**config.mk**
```make
export PLATFORM = sky130hd
export DESIGN_NAME = reduce_wordgate_pipe
export DESIGN_NICKNAME = d
export VERILOG_FILES = /design/src/rtl/reduce_wordgate_pipe.sv
export SDC_FILE = /design/constraint.sdc
export NUM_CORES = 1
export LEC_CHECK = 0
export BUFFER_PORTS_ARGS = -buffer_cell sky130_fd_sc_hd__clkbuf_2
export CAP_MARGIN = 40
export CORE_ASPECT_RATIO = 1.1
export CORE_MARGIN = 5
export CORE_UTILIZATION = 45
export DETAILED_ROUTE_END_ITERATION = 8
export GPL_ROUTABILITY_DRIVEN = 0
export GPL_TIMING_DRIVEN = 0
export PLACE_DENSITY = 0.78
export SYNTH_ARGS = -nofsm -noshare
export SYNTH_HDL_FRONTEND = slang
export SYNTH_SLANG_ARGS = --single-unit
```
**constraint.sdc**
```tcl
create_clock -name clk -period 1.6 [get_ports clk]
set_input_delay 0.08 -clock clk [delete_from_list [all_inputs] [get_ports clk]]
set_output_delay 0.08 -clock clk [all_outputs]
set_load 0.05 [all_outputs]
```
**src/rtl/reduce_wordgate_pipe.sv**
```systemverilog
// reduce_wordgate_pipe
//   Pipelined reduction gate. Each accepted W-bit word is collapsed to one bit
//   by AND, OR, XOR or NAND, which is selected per word. A per-bit mask
//   replaces non-participating bits with the identity of the selected op.
//   The reduction is a registered FAN-ary tree with LVL = ceil(log_FAN(W))
//   stages (minimum 1). The whole pipeline advances together under a single
//   enable. Bubbles are not collapsed.
//
// Ports
//   clk, rst_b         clock (rising edge), async active-low reset
//   in_valid/in_ready  input handshake; in_ready = out_ready | ~out_valid
//   in_data, in_mask   word to reduce, 1 = bit participates
//   in_op              00 AND, 01 OR, 10 XOR, 11 NAND
//   out_valid/ready    output handshake
//   out_result         reduction result (qualified by out_valid)
//   out_op, out_empty  op of that word, and whether its mask was all zero

// One tree node: base op over FAN children (NAND uses AND; it is inverted later)
module reduce_wordgate_node #(
   parameter int FAN = 4
) (
   input  logic [FAN-1:0] din,
   input  logic [1:0]     op,
   output logic           dout
);
   always_comb begin
      case (op)
         2'b01:   dout = |din;
         2'b10:   dout = ^din;
         default: dout = &din;
      endcase
   end
endmodule

module reduce_wordgate_pipe #(
   parameter int W   = 32,
   parameter int FAN = 4
) (
   input  logic         clk,
   input  logic         rst_b,
   input  logic         in_valid,
   output logic         in_ready,
   input  logic [W-1:0] in_data,
   input  logic [W-1:0] in_mask,
   input  logic [1:0]   in_op,
   output logic         out_valid,
   input  logic         out_ready,
   output logic         out_result,
   output logic [1:0]   out_op,
   output logic         out_empty
);
   function automatic int calc_lvl(input int w, input int f);
      int     l;
      longint n;
      l = 0;
      n = 1;
      while (n < longint'(w)) begin
         n = n * f;
         l++;
      end
      if (l < 1) l = 1;
      return l;
   endfunction

   // Node count registered at level k: ceil(W / FAN^(k+1)); k = -1 gives W
   function automatic int nodes_at(input int w, input int f, input int k);
      int n;
      n = w;
      for (int i = 0; i <= k; i++) n = (n + f - 1) / f;
      return n;
   endfunction

   localparam int LVL = calc_lvl(W, FAN);

   logic                  adv;
   logic [LVL-1:0]        vld_pipe_d, vld_pipe_q;
   logic [LVL-1:0][1:0]   op_d, op_q;
   logic [LVL-1:0]        emp_d, emp_q;

   always_comb adv = out_ready | ~vld_pipe_q[LVL-1];

   // Side-band (valid, op, empty) shifts alongside the tree data
   always_comb begin
      vld_pipe_d    = vld_pipe_q;
      op_d          = op_q;
      emp_d         = emp_q;
      vld_pipe_d[0] = in_valid;
      op_d[0]       = in_op;
      emp_d[0]      = ~|in_mask;
      for (int k = 1; k < LVL; k++) begin
         vld_pipe_d[k] = vld_pipe_q[k-1];
         op_d[k]       = op_q[k-1];
         emp_d[k]      = emp_q[k-1];
      end
   end

   always_ff @(posedge clk or negedge rst_b) begin
      if (!rst_b) begin
         vld_pipe_q <= '0;
         op_q       <= '0;
         emp_q      <= '0;
      end else if (adv) begin
         vld_pipe_q <= vld_pipe_d;
         op_q       <= op_d;
         emp_q      <= emp_d;
      end
   end

   for (genvar k = 0; k < LVL; k++) begin : g_lvl
      localparam int NK = nodes_at(W, FAN, k);
      localparam int IW = nodes_at(W, FAN, k - 1);

      logic [IW-1:0]     src;
      logic [1:0]        src_op;
      logic              ident;
      logic [NK*FAN-1:0] pad;
      logic [NK-1:0]     red;
      logic [NK-1:0]     node_d, node_q;

      if (k == 0) begin : g_src
         // Masked-off bits take the identity before entering the tree
         always_comb begin
            src_op = in_op;
            ident  = ~(in_op[1] ^ in_op[0]);
            src    = (in_data & in_mask) | (~in_mask & {W{ident}});
         end
      end else begin : g_src
         always_comb begin
            src_op = op_q[k-1];
            ident  = ~(op_q[k-1][1] ^ op_q[k-1][0]);
            src    = g_lvl[k-1].node_q;
         end
      end

      // A partial last node sees identity bits in its unused child slots
      always_comb begin
         pad         = {(NK*FAN){ident}};
         pad[IW-1:0] = src;
      end

      for (genvar n = 0; n < NK; n++) begin : g_node
         reduce_wordgate_node #(.FAN(FAN)) u_node (
            .din  (pad[n*FAN +: FAN]),
            .op   (src_op),
            .dout (red[n])
         );
      end

      // NAND inversion happens once, entering the final register
      always_comb begin
         node_d = red;
         if ((k == LVL - 1) && (src_op == 2'b11)) node_d = ~red;
      end

      always_ff @(posedge clk or negedge rst_b) begin
         if (!rst_b)   node_q <= '0;
         else if (adv) node_q <= node_d;
      end
   end

   always_comb begin
      in_ready   = adv;
      out_valid  = vld_pipe_q[LVL-1];
      out_result = g_lvl[LVL-1].node_q[0];
      out_op     = op_q[LVL-1];
      out_empty  = emp_q[LVL-1];
   end
endmodule

```
======== Yosys cells after proc, flatten, opt, wreduce, memory -nomap -nowiden ========
Index checks and enable logic that the tools add are counted.
operators by class
  eq/ne operators ......................... 7
  multiplexer cells ....................... 12
  bitwise operators ....................... 11
  reductions and logical operators ........ 35
operators by type and width
  operator            number
  $and 32x32->32      2
  $reduce_xor 4->1    11
  $reduce_and 4->1    10
  $reduce_or 4->1     10
  $not 32->32         1
  $or 32x32->32       1
  $reduce_or 32->1    1
  $pmux 1 s2          11
  $eq 2x2->1 const B  4
  $eq 2x1->1 const B  3
  $not 1->1           4
  $reduce_and 3->1    1
  $reduce_or 3->1     1
  $xor 1x1->1         2
  $logic_not 1->1     1
  $mux 1              1
  $or 1x1->1          1
storage, ports and cells
  register bits ........................... 23
  input bits .............................. 70

======== Depth between registers and ports, before layout ========
  depth in word-level cells ............... 6
  gate-level depth with buffers ........... 11
  gate-level depth less buffers ........... 9

======== Modules after synthesis ========
From an unflattened synthesis, not the netlist that was laid out.
unflattened totals
  cell total of the unflattened synthesis .. 374
  area total of the unflattened synthesis .. 2867.8 um2
modules (own cells, without submodules)
  module                instances  cells an instance  area each (um2)  sequential area each (um2)
  reduce_wordgate_node  11         18                 138.9            0.0
  reduce_wordgate_pipe  1          176                1340.0           575.6

======== Least setup slack after synthesis ========
Ideal clock, no wire load.
  kind .................................... in2reg
  start point ............................. input in_op[0]
  end point ............................... register g_lvl[0].node_q[4]
  arrival time ............................ 1.681 ns
  data required time ...................... 1.481 ns
  slack ................................... -0.200 ns
  stages .................................. 11
  cells stage by stage .................... inv_1 -> ha_1 -> buf_2 -> buf_2 -> mux2i_1 -> inv_1 -> ha_1 -> xor2_1 -> a22oi_1 -> o211ai_1 -> o21a_1
between the ends
  longest elaborated chain between the ends .. 6
  elaborated cells between the ends (all ways) .. 10
  those cells by class .................... eq/ne (2); mux (1); bitwise (4); reduce/logical (3)
RTL lines
  element                                   RTL line  RTL
  start, declared                           45        input logic [1:0] in_op,
  $xor 1x1->1                               124       ident = ~(in_op[1] ^ in_op[0]);
  $not 1->1                                 124
  $and 32x32->32                            125       src = (in_data & in_mask) | (~in_mask & {W{ident}});
  $or 32x32->32                             125
  $reduce_and 4->1 (tied with other cells)  30        default: dout = &din;
  $pmux 1 s2 *                              27        case (op)
  end signal, assigned                      157       else if (adv) node_q <= node_d;
  end, declared                             118       logic [NK-1:0] node_d, node_q;
Every way passes the cells marked *; elsewhere a longest branch is shown, timed or not.
A chain may end at the register's enable or synchronous reset.

======== Worst setup path in the final report ========
  start point ............................. input in_op[0]
  end point ............................... register g_lvl[0].node_q[5]
The elaborated chain is that of the path after synthesis.

==> run metrics <==
run status finished, violations left; failing checks setup timing; Synth cell types 26; layout cell share with drive strength beyond 1 0.368; clk_lat worst skew 0.26 ns; Row Count 28; combinational fraction of design power 0.547; vias in the first global route between 2000 and 2500; final std cells w/o fill 420; worst endpoint required time between 1.5 and 2 ns; Antenna diodes 0; initial DRC count 83; critical path launch point type input pin; Starting Density 0.456; NumNets Final between 400 and 500; Clk pwr share 0.135; clk sinks 23; ys flop type dfrtp_1; number of flops mapped to enable cells by yosys 0; H-Tree Depth 1; Crit path largest cell delay 0.29 ns; Syn Nets around 380; PortBufs between 70 and 80; area grow syn2layout 31.0%; placed cell count 409; largest net degree at the start of global routing 24; setup TNS -0.0458 ns; count of pins over their slew limit 0; CTS max path bufs 2; post-detail-place hpwl ~4.4 mm; PwrDens 857 nW/um^2; Seq/Total Area, Yosys 0.239; Initial DRT Pass Iterations 4; min Tclk post-route 1.63 ns; DIE HEIGHT 86.8 um; register bit total from synthesis 23; DR vias/cell a little under 5; Max-cap violations 0; skew final roughly 0.0028 ns; die area 6920 sq um; Cell Area, Synth 2410 sq um; CTS Buf Count 3; vias post-DR 2049; CP Capture Type register; final hold viol count 0; grt total ovfl 0; worst slew pin tran 0.585 ns; Leakage Power 0.00169 uW; worst relative slew slack 0.610; fin crit share 1.02; worst r2r src g_lvl[2].src_op[0]$_DFFE_PN0P_; first-pass GRT wire length 9.40 mm; initial antenna violation count 0; DIE WIDTH 79.8 um; Total GRT Usage 0.167; cell breakdown of the critical path clkbuf_16 > inv_6 > ha_4 > buf_8 > buf_12 > mux2i_1 > ha_1 > xor2_1 > a22oi_1 > o211ai_1 > o21a_1; Synth area leaders ha_1 (25%), dfrtp_1 (24%), mux2i_1 (10%); CTS clk-pin slew, worst paths 0.08 ns; crit path DAT approximately 1.8 ns; crit-path leading delay family adder cells; CTS tree done; WS Path Type input pin to register; Buf/Inv on CP 4; FF-to-FF End out_result$_DFFE_PN0P_; Placeable Area 5290 sq um; r2r worst-path depth 6; Final ANT Viol Nets 0; critical path depth in cells 11; Switching Fraction 0.412; worst slack at placement -0.423 ns; WL per Instance 13.2 um; largest area contributor in the synthesized netlist ha_1; Async SR Flop Fraction 1.00; I/O pin cnt 76; final WL 5.53 mm; Internal 1590 uW; Placement Cell Area ~2900 sq um; CP startpoint in_op[0]; Final Power 2710 uW; Mean Syn Cell Area 9.30 sq um; Reg2Reg Setup Slack 0.20 ns; yosys warns 0; f_max about 610 MHz; top cells by instance count after synthesis ha_1 (49), inv_1 (49), mux2i_1 (24), dfrtp_1 (23), nand2_1 (15); Mapped Cells 259; worst-path maximum fanout 10; Setup crit end g_lvl[0].node_q[5]$_DFFE_PN0P_; CTS root buffer clkbuf_8; VDD IR max 0.616 mV; Worst Hold Class input pin to register; Setup violations, final 2; post-synth top area share 0.254; design area 3160 sq um; Filler cells between 400 and 500; DRC viols 0; NetSw 1120 uW; Setup WS post-layout -0.0310 ns; slowest cell on the critical path ha_1; RSZ-0062 raised after global routing true; sequential power share 0.318
[cells by family after synthesis]
logic type                 count (synthesis)  synth area share
DFF                                       23             0.239
and+or+nand+nor                           41            0.0867
buffers and inverters                     60             0.101
adders and majority gates                 49             0.254
xor gates and xnor gates                  11            0.0400
muxes                                     39             0.170
AOI/OAI and AO/OA                         36             0.109
[metal layers]
| layer | vias to the layer above | track usage | routed length [um] |
|---|---|---|---|
| met1 | 948 | 0.194 | 2250 |
| met3 | 9 | 0.0260 | 235 |
| met2 | 48 | 0.323 | 2940 |
| met4 | 0 | 0.0323 | 93 |
| li1 | 1044 | - | - |
| met5 | - | 0 | 0 |
[area by class of cell]
type / count / area [sq um] / share of cell area
Tap cell: 75 / 93.8 / 0.0297
Clock buffer: 3 / 41.3 / 0.0131
Multi-Input combinational cell: 176 / 1700 / 0.537
Inverter: 49 / 189 / 0.0598
Timing Repair Buffer: 82 / 462 / 0.146
Sequential cell: 23 / 576 / 0.182
Buffer: 11 / 95.1 / 0.0301
Clock inverter: 1 / 5.00 / 0.00159
[sequential cells by signal, summed over array words and instances (netlist names)]
name,count
emp_q,3
out_op,2
g_lvl.node_q,10
out_result,1
vld_pipe_q,3
g_lvl.src_op,4
[what timing repair did]
action / 4_1_cts / 5_1_grt
hold buffers: 1 / 0
setup buffers: 6 / 0
hold endpoints to repair: 23 / 0
gates resized for setup: 21 / 9
pin swaps: 5 / 1
endpoints found under the setup margin: 7 / 9
[power groups by stage]
stage	clock network, uW	registers [uW]	logic (uW)
final	365	862	1480
after global routing	402	888	1660
after CTS	376	866	1470
after detailed placement	0	879	1400
after global placement	0	866	1350
after floorplan	0	1000	896
[cells in the final DEF (no fill, tap or decap), types with 3 or more instances in the layout]
cell type  Yosys  final
nor4_1         8      8
clkbuf_8       0      4
dfrtp_1       23     23
xor2_1        10     10
ha_4           0      3
o211ai_1      10     10
buf_4          0      6
buf_2          8      5
ha_1          49     46
mux2i_4        0      3
a22oi_1       10     10
nand2_1       15     15
nand3_1       10     10
mux2i_2        0      8
inv_1         49     47
mux2_2        14     14
o21ai_1        4      4
o21a_1        10     10
mux2i_1       24     13
clkbuf_2       1     73
[how the worst min path moves through the flow]
stage / start / endpoint / depth (start not counted)
2_1_floorplan: rst_b / emp_q[0]$_DFFE_PN0P_ / 0
4_1_cts: in_valid / vld_pipe_q[0]$_DFFE_PN0P_ / 2
3_5_place_dp: rst_b / g_lvl[1].node_q[0]$_DFFE_PN0P_ / 1
6_report: in_valid / vld_pipe_q[0]$_DFFE_PN0P_ / 2
3_3_place_gp: rst_b / g_lvl[0].node_q[0]$_DFFE_PN0P_ / 1
5_1_grt: in_valid / vld_pipe_q[0]$_DFFE_PN0P_ / 2
[through the flow]
step | hold slack (ns) | util
floorplan | -0.216 | -
finish | 0.0426 | 0.597
CTS | 0.0415 | 0.590
detailed placement | 0.106 | 0.550
global route | 0.0438 | 0.597
global placement | 0.105 | 0.550
(Power assumes the default switching activity.)
